--- config.mk ---
export PLATFORM = sky130hd
export DESIGN_NAME = vend_ctrl
export DESIGN_NICKNAME = d
export VERILOG_FILES = /design/src/rtl/vend_ctrl.sv
export SDC_FILE = /design/constraint.sdc
export NUM_CORES = 1
export LEC_CHECK = 0
export CAP_MARGIN = 20
export CORE_UTILIZATION = 38
export DETAILED_ROUTE_END_ITERATION = 12
export HOLD_SLACK_MARGIN = 0.03
export PLACE_DENSITY = 0.73
export SYNTH_ARGS = -nofsm -noshare
export SYNTH_HDL_FRONTEND = slang
export SYNTH_SLANG_ARGS = --single-unit
--- constraint.sdc ---
create_clock -name i_clk -period 1.4 [get_ports i_clk]
set_input_delay 0.28 -clock i_clk [delete_from_list [all_inputs] [get_ports i_clk]]
set_output_delay 0.28 -clock i_clk [all_outputs]
set_load 0.02 [all_outputs]
--- src/rtl/vend_ctrl.sv ---
// vend_ctrl: coin-collecting vending FSM that drives an external 3-bit adder and returns change one nickel per cycle.
// Define VEND_CANCEL_EN to make i_cancel refund the collected credit.
module vend_ctrl #(
    parameter logic [2:0] PRICE = 3'd4
) (
    input  logic       i_clk,
    input  logic       i_rst_n,
    input  logic       i_coin_valid,
    input  logic [1:0] i_coin,
    output logic       o_coin_ready,
    input  logic       i_cancel,
    output logic [2:0] o_add_a,
    output logic [2:0] o_add_b,
    output logic       o_add_cin,
    input  logic [2:0] i_add_sum,
    input  logic       i_add_cout,
    output logic [2:0] o_credit,
    output logic       o_dispense,
    output logic       o_change
);
`ifdef VEND_CANCEL_EN
    localparam logic CANCEL_EN = 1'b1;
`else
    localparam logic CANCEL_EN = 1'b0;
`endif
    localparam logic [1:0] IDLE     = 2'd0;
    localparam logic [1:0] COLLECT  = 2'd1;
    localparam logic [1:0] DISPENSE = 2'd2;
    localparam logic [1:0] CHANGE   = 2'd3;

    logic [1:0] state_q, state_d;
    logic [2:0] credit_q, credit_d;
    logic [3:0] chg_q, chg_d;
    logic       cancel_act, live, accept;
    logic [2:0] coin_val;
    logic [3:0] total;

    assign cancel_act   = CANCEL_EN & i_cancel;
    assign live         = (state_q == IDLE) || (state_q == COLLECT);
    // ready is gated by reset so no handshake can complete while held in reset
    assign o_coin_ready = i_rst_n & live & ~cancel_act;
    assign accept       = i_coin_valid & o_coin_ready;
    assign coin_val     = (i_coin == 2'b11) ? 3'd5 : {1'b0, i_coin};
    assign o_add_a      = credit_q;
    assign o_add_b      = accept ? coin_val : 3'd0;
    assign o_add_cin    = 1'b0;
    assign o_credit     = credit_q;
    assign o_dispense   = state_q == DISPENSE;
    assign o_change     = state_q == CHANGE;
    assign total        = {i_add_cout, i_add_sum};

    always_comb begin
        state_d  = state_q;
        credit_d = credit_q;
        chg_d    = chg_q;
        case (state_q)
            IDLE, COLLECT: begin
                if (cancel_act && state_q == COLLECT) begin
                    chg_d    = {1'b0, credit_q};
                    credit_d = 3'd0;
                    state_d  = (credit_q != 3'd0) ? CHANGE : IDLE;
                end else if (accept) begin
                    if (total >= {1'b0, PRICE}) begin
                        credit_d = 3'd0;
                        chg_d    = total - {1'b0, PRICE};
                        state_d  = DISPENSE;
                    end else begin
                        credit_d = total[2:0];
                        // a zero-value coin from IDLE completes the handshake without leaving IDLE
                        state_d  = (total != 4'd0) ? COLLECT : state_q;
                    end
                end
            end
            DISPENSE: state_d = (chg_q != 4'd0) ? CHANGE : IDLE;
            default: begin
                chg_d   = chg_q - 4'd1;
                state_d = (chg_q <= 4'd1) ? IDLE : CHANGE;
            end
        endcase
    end

    always_ff @(posedge i_clk or negedge i_rst_n) begin
        if (!i_rst_n) begin
            state_q  <= IDLE;
            credit_q <= 3'd0;
            chg_q    <= 4'd0;
        end else begin
            state_q  <= state_d;
            credit_q <= credit_d;
            chg_q    <= chg_d;
        end
    end
endmodule

# --- After elaboration in Yosys (flattened, before gate mapping) ---
# Cells that the tools add are included.
# W data, S select, Z words.
word_totals:
  regBits: 9
  latch_bits: 0
  ram_bits: 0
  romBits: 0
  in_bits: 10
  n_memories: 0
classes:
  add_sub_neg: 2
  multipliers: 0
  div: 0
  n_lt_le_gt_ge: 2
  n_eq_ne: 7
  n_shift: 0
  muxes: 12
  bitwise: 3
  n_reduce_logical: 8
op_table:
  columns: ["operator", "n"]
  rows:
  - ["$mux W2", 5]
  - ["$mux W3", 3]
  - ["$mux W4", 2]
  - ["$pmux W4 S2", 1]
  - ["$reduce_bool A4 Y1", 2]
  - ["$eq A2 B2 Y1 const B", 3]
  - ["$ge A4 B3 Y1 const B", 1]
  - ["$le A4 B1 Y1 const B", 1]
  - ["$ne A2 B2 Y1 const B", 2]
  - ["$pmux W2 S2", 1]
  - ["$reduce_and A2 Y1", 2]
  - ["$sub A4 B1 Y4 const B", 1]
  - ["$sub A4 B3 Y4 const B", 1]
  - ["$ne A3 B3 Y1 const B", 1]
  - ["$reduce_and A3 Y1", 1]
  - ["$and A1 B1 Y1", 2]
  - ["$eq A2 B1 Y1 const B", 1]
  - ["$logic_not A2 Y1", 1]
  - ["$reduce_or A2 Y1", 1]
  - ["$logic_or A1 B1 Y1", 1]
  - ["$not A1 Y1", 1]

# --- Longest topological paths before layout ---
depth:
  ltp_word: 6
  ltp_mapped: 6
  depth_no_buf: 5

# --- Worst setup path before layout ---
# Ideal clock, no wire load.
synth_timing:
  path_kind: "register to output"
  from: "register state_q[1]"
  to: "output o_add_b[1]"
  arrival_ns: 1.289
  slack_ns: -0.169
  path_stages_with_launch: 5
  path_buffers: 2
  cell_sequence: "dfrtp_1 > buf_2 > nand3b_1 > buf_2 > nor3_1"
synth_via:
  elab_chain_len: 5
  elab_cells_between_ends: 6
  cone_classes: "eq/ne: 1; mux: 1; bitwise: 2; reduce/logical: 2"
synth_rtl:
  columns: ["item", "line", "rtl"]
  rows:
  - ["from (decl)", "31", "logic [1:0] state_q, state_d;"]
  - ["from (signal assigned)", "88", "state_q <= state_d;"]
  - ["$eq A2 B1 Y1 / $logic_not A2 Y1 (equally long branches)", "39", "assign live = (state_q == IDLE) || (state_q == COLLECT);"]
  - ["$logic_or A1 B1 Y1 *", "39", null]
  - ["$and A1 B1 Y1 *", "41", "assign o_coin_ready = i_rst_n & live & ~cancel_act;"]
  - ["$and A1 B1 Y1 *", "42", "assign accept = i_coin_valid & o_coin_ready;"]
  - ["$mux W3 *", "45", "assign o_add_b = accept ? coin_val : 3'd0;"]
  - ["to (decl)", "13", "output logic [2:0] o_add_b,"]
# Mark *: on every way between the ends. The rest lies on a longest branch, timed or not.

# --- Worst setup path after layout ---
# Same ends and word-level chain as after synthesis.

==> qor.csv <==
metric;value;unit
place_area;883;um2
grt_pass1_wl;2590;um
worstPathMaxFanout;4;
power_frac_comb;57.8;%
drv_slew;0;
ys_seq_area_share;35.9;%
yosysTopAreaCellShare;35.9;%
power_per_cell_area;1750;nW/um2
syn_avg_cell_area;8.72;um2
synth_edf_count;0;
r2r-start;state_q[1];
clk_latency;270;ps
slowest_delay;380;ps
end_kind;output pin;
ys_ff_latch;9;
routed_wirelength;1570;um
final_util;61.4;%
cap_violations;0;
swShare;42.5;%
synth_cell_types;25;
syn_inst;72;
drt_pass1_iterations;3;
critPathKind;reg -> out;
synth_area_leaders;dfrtp_1 36%, ha_1 10%, nor3_1 5.6%;
p_sw;0.000698;W
violations;negative setup slack;
grt_start_max_net_pins;13;
clkPwrFrac;13.3;%
required;1120;ps
cts_max_path_buffers;2;
slowest_stage;dfrtp_1;
routedWlPerCell;13.3;um
post-route-period-util;108;%
drive_above_1_share;32.4;%
fin_nets;118;
p_seq_share;28.9;%
cp.arrival;1230;ps
clock.fmax;0.662;GHz
core_area;1520;um2
antenna_found_initial;0;
ys.flop_type;dfrtp_1;
leakagePower;0.459;nW
gp_congestion;0.777;
placedCellCount;113;
overflow;0;
finalPower;0.00164;W
htreeDepth;1;
ys_async_sr_fraction;100;%
clock-skew-final;3.90;ps
die_w;42.7;um
antenna_cells;0;
first_iter_violations;7;
syn_to_final_growth;49.0;%
grt_pass1_vias;589;
track_usage;19.6;%
setup_ws;-109;ps
viasPerCell;5.38;
hold_viol;0;
vias;635;
layout_commonest_cell;buf_4;
worstSetupStartpointType;register;
drc;0;
dieArea;1820;um2
critPathLaunch;state_q[1];
cts_inserted_buffers;3;
std_cell_rows;14;
layout_common_cells;17 x buf_4, 10 x dlygate4sd2_1, 9 x dfrtp_1, 8 x nand2_1, 6 x nor3_1;
clkTransAtPathRegs;70;ps
clock_sinks;9;
final_area;936;um2
yosysTopAreaCell;dfrtp_1;
setup-violations-final;4;
status;complete, but fails checks;
root_buffer;clkbuf_4;
ys_warn_count;0;
finalCriticalPeriod;1510;ps
dp_hpwl;1090;um
pin_count;23;
hp-class;in -> async;
internal_power;0.000944;W
start_util;41.2;%
cts_tree;done;
ant_nets;0;
rsz0062_at_grt;yes;
io_buffers;20;
ir_worst_vdd;1.06;mV
preCtsSetupSlack;-568;ps
die_h;42.7;um
synth_fp_nets;87;
cp_cell_sequence;nand3b_1 -> nor3_1 -> buf_2;
fin_cells;118;
synth.cell_area;628;um2
hold_buffers;0;
-- synthesized netlist by cell type (2+ instances only) --
master,n
buf_4,4
a211oi_1,2
buf_6,2
dfrtp_1,9
nor3_1,7
a21oi_1,2
inv_1,6
nor2b_1,2
nor2_1,5
nand2_1,8
o21ai_0,5
ha_1,5
buf_2,2
o41ai_1,2
-- per-stage QoR --
stage               hold WS [ps]  TNS (ps)
floorplan                  -15.6      -338
global placement             484     -4510
detailed placement           508     -4720
CTS                          149      -232
global route                 166      -379
finish                       148      -219
-- area by class of cell --
cell class / instances / area, um2
clock buffer: 4 / 26.3
fill: 157 / 588
inverter: 6 / 22.5
multi-input combinational: 49 / 355
sequential: 9 / 225
tap: 16 / 20.0
timing repair buffer: 34 / 287
-- logic make-up (layout without fill, tap and decap cells) --
group           count (synthesis)  count (layout)  share of synthesized area, %
buf+inv                        14              44                          13.5
simple gates                   30              30                          26.3
other cells                     1               1                         0.597
flops                           9               9                          35.9
compound gates                 13              13                          13.7
fa+ha+maj                       5               5                          9.96
-- repair_timing --
item / in CTS / in global routing
setup endpoints to repair: 18 / 6
gates resized for setup: 52 / 3
pin swaps: 4 / 1
setup buffers: 1 / 1
-- registers in the layout, indices dropped and copies added, names as in the netlist --
register	flops
chg_q	4
o_add_a	3
state_q	2
-- worst max-delay path, delay by kind of cell (launching register included) --
kind / cells / cell delay [ps]
and+or+nand+nor: 2 / 400
buffers and inverters: 1 / 190
DFF: 1 / 380
-- per-layer routing --
metal / part of all wire (%) / wire [um] / global-route usage (%) / up-vias
li1: - / - / - / 304
met1: 43 / 682 / 24.1 / 309
met2: 49 / 767 / 29.7 / 18
met3: 5.0 / 79 / 4.26 / 4
met4: 2.6 / 41 / 15.0 / 0
met5: 0 / 0 / 0 / -
-- power groups by stage --
stage,Combinational (W),Sequential (W),Clock (W)
global route,0.00103,0.000494,0.000225
global placement,0.000936,0.000464,0
finish,0.000949,0.000475,0.000218
detailed placement,0.000951,0.000468,0
floorplan,0.000568,0.000493,0
CTS,0.000951,0.000476,0.000219
-- worst paths after layout --
kind	end	slack [ps]	cells after the start
hold / removal	chg_q[2]	150	3
setup reg to reg	chg_q[2]	90	5
max in group asynchronous	state_q[1]	1130	3
min in group i_clk	o_add_a[2]	440	3
hold reg to reg	o_add_a[1]	510	2
setup / recovery	o_add_b[1]	-110	3
No activity file was read; power rests on OpenSTA's default activity.
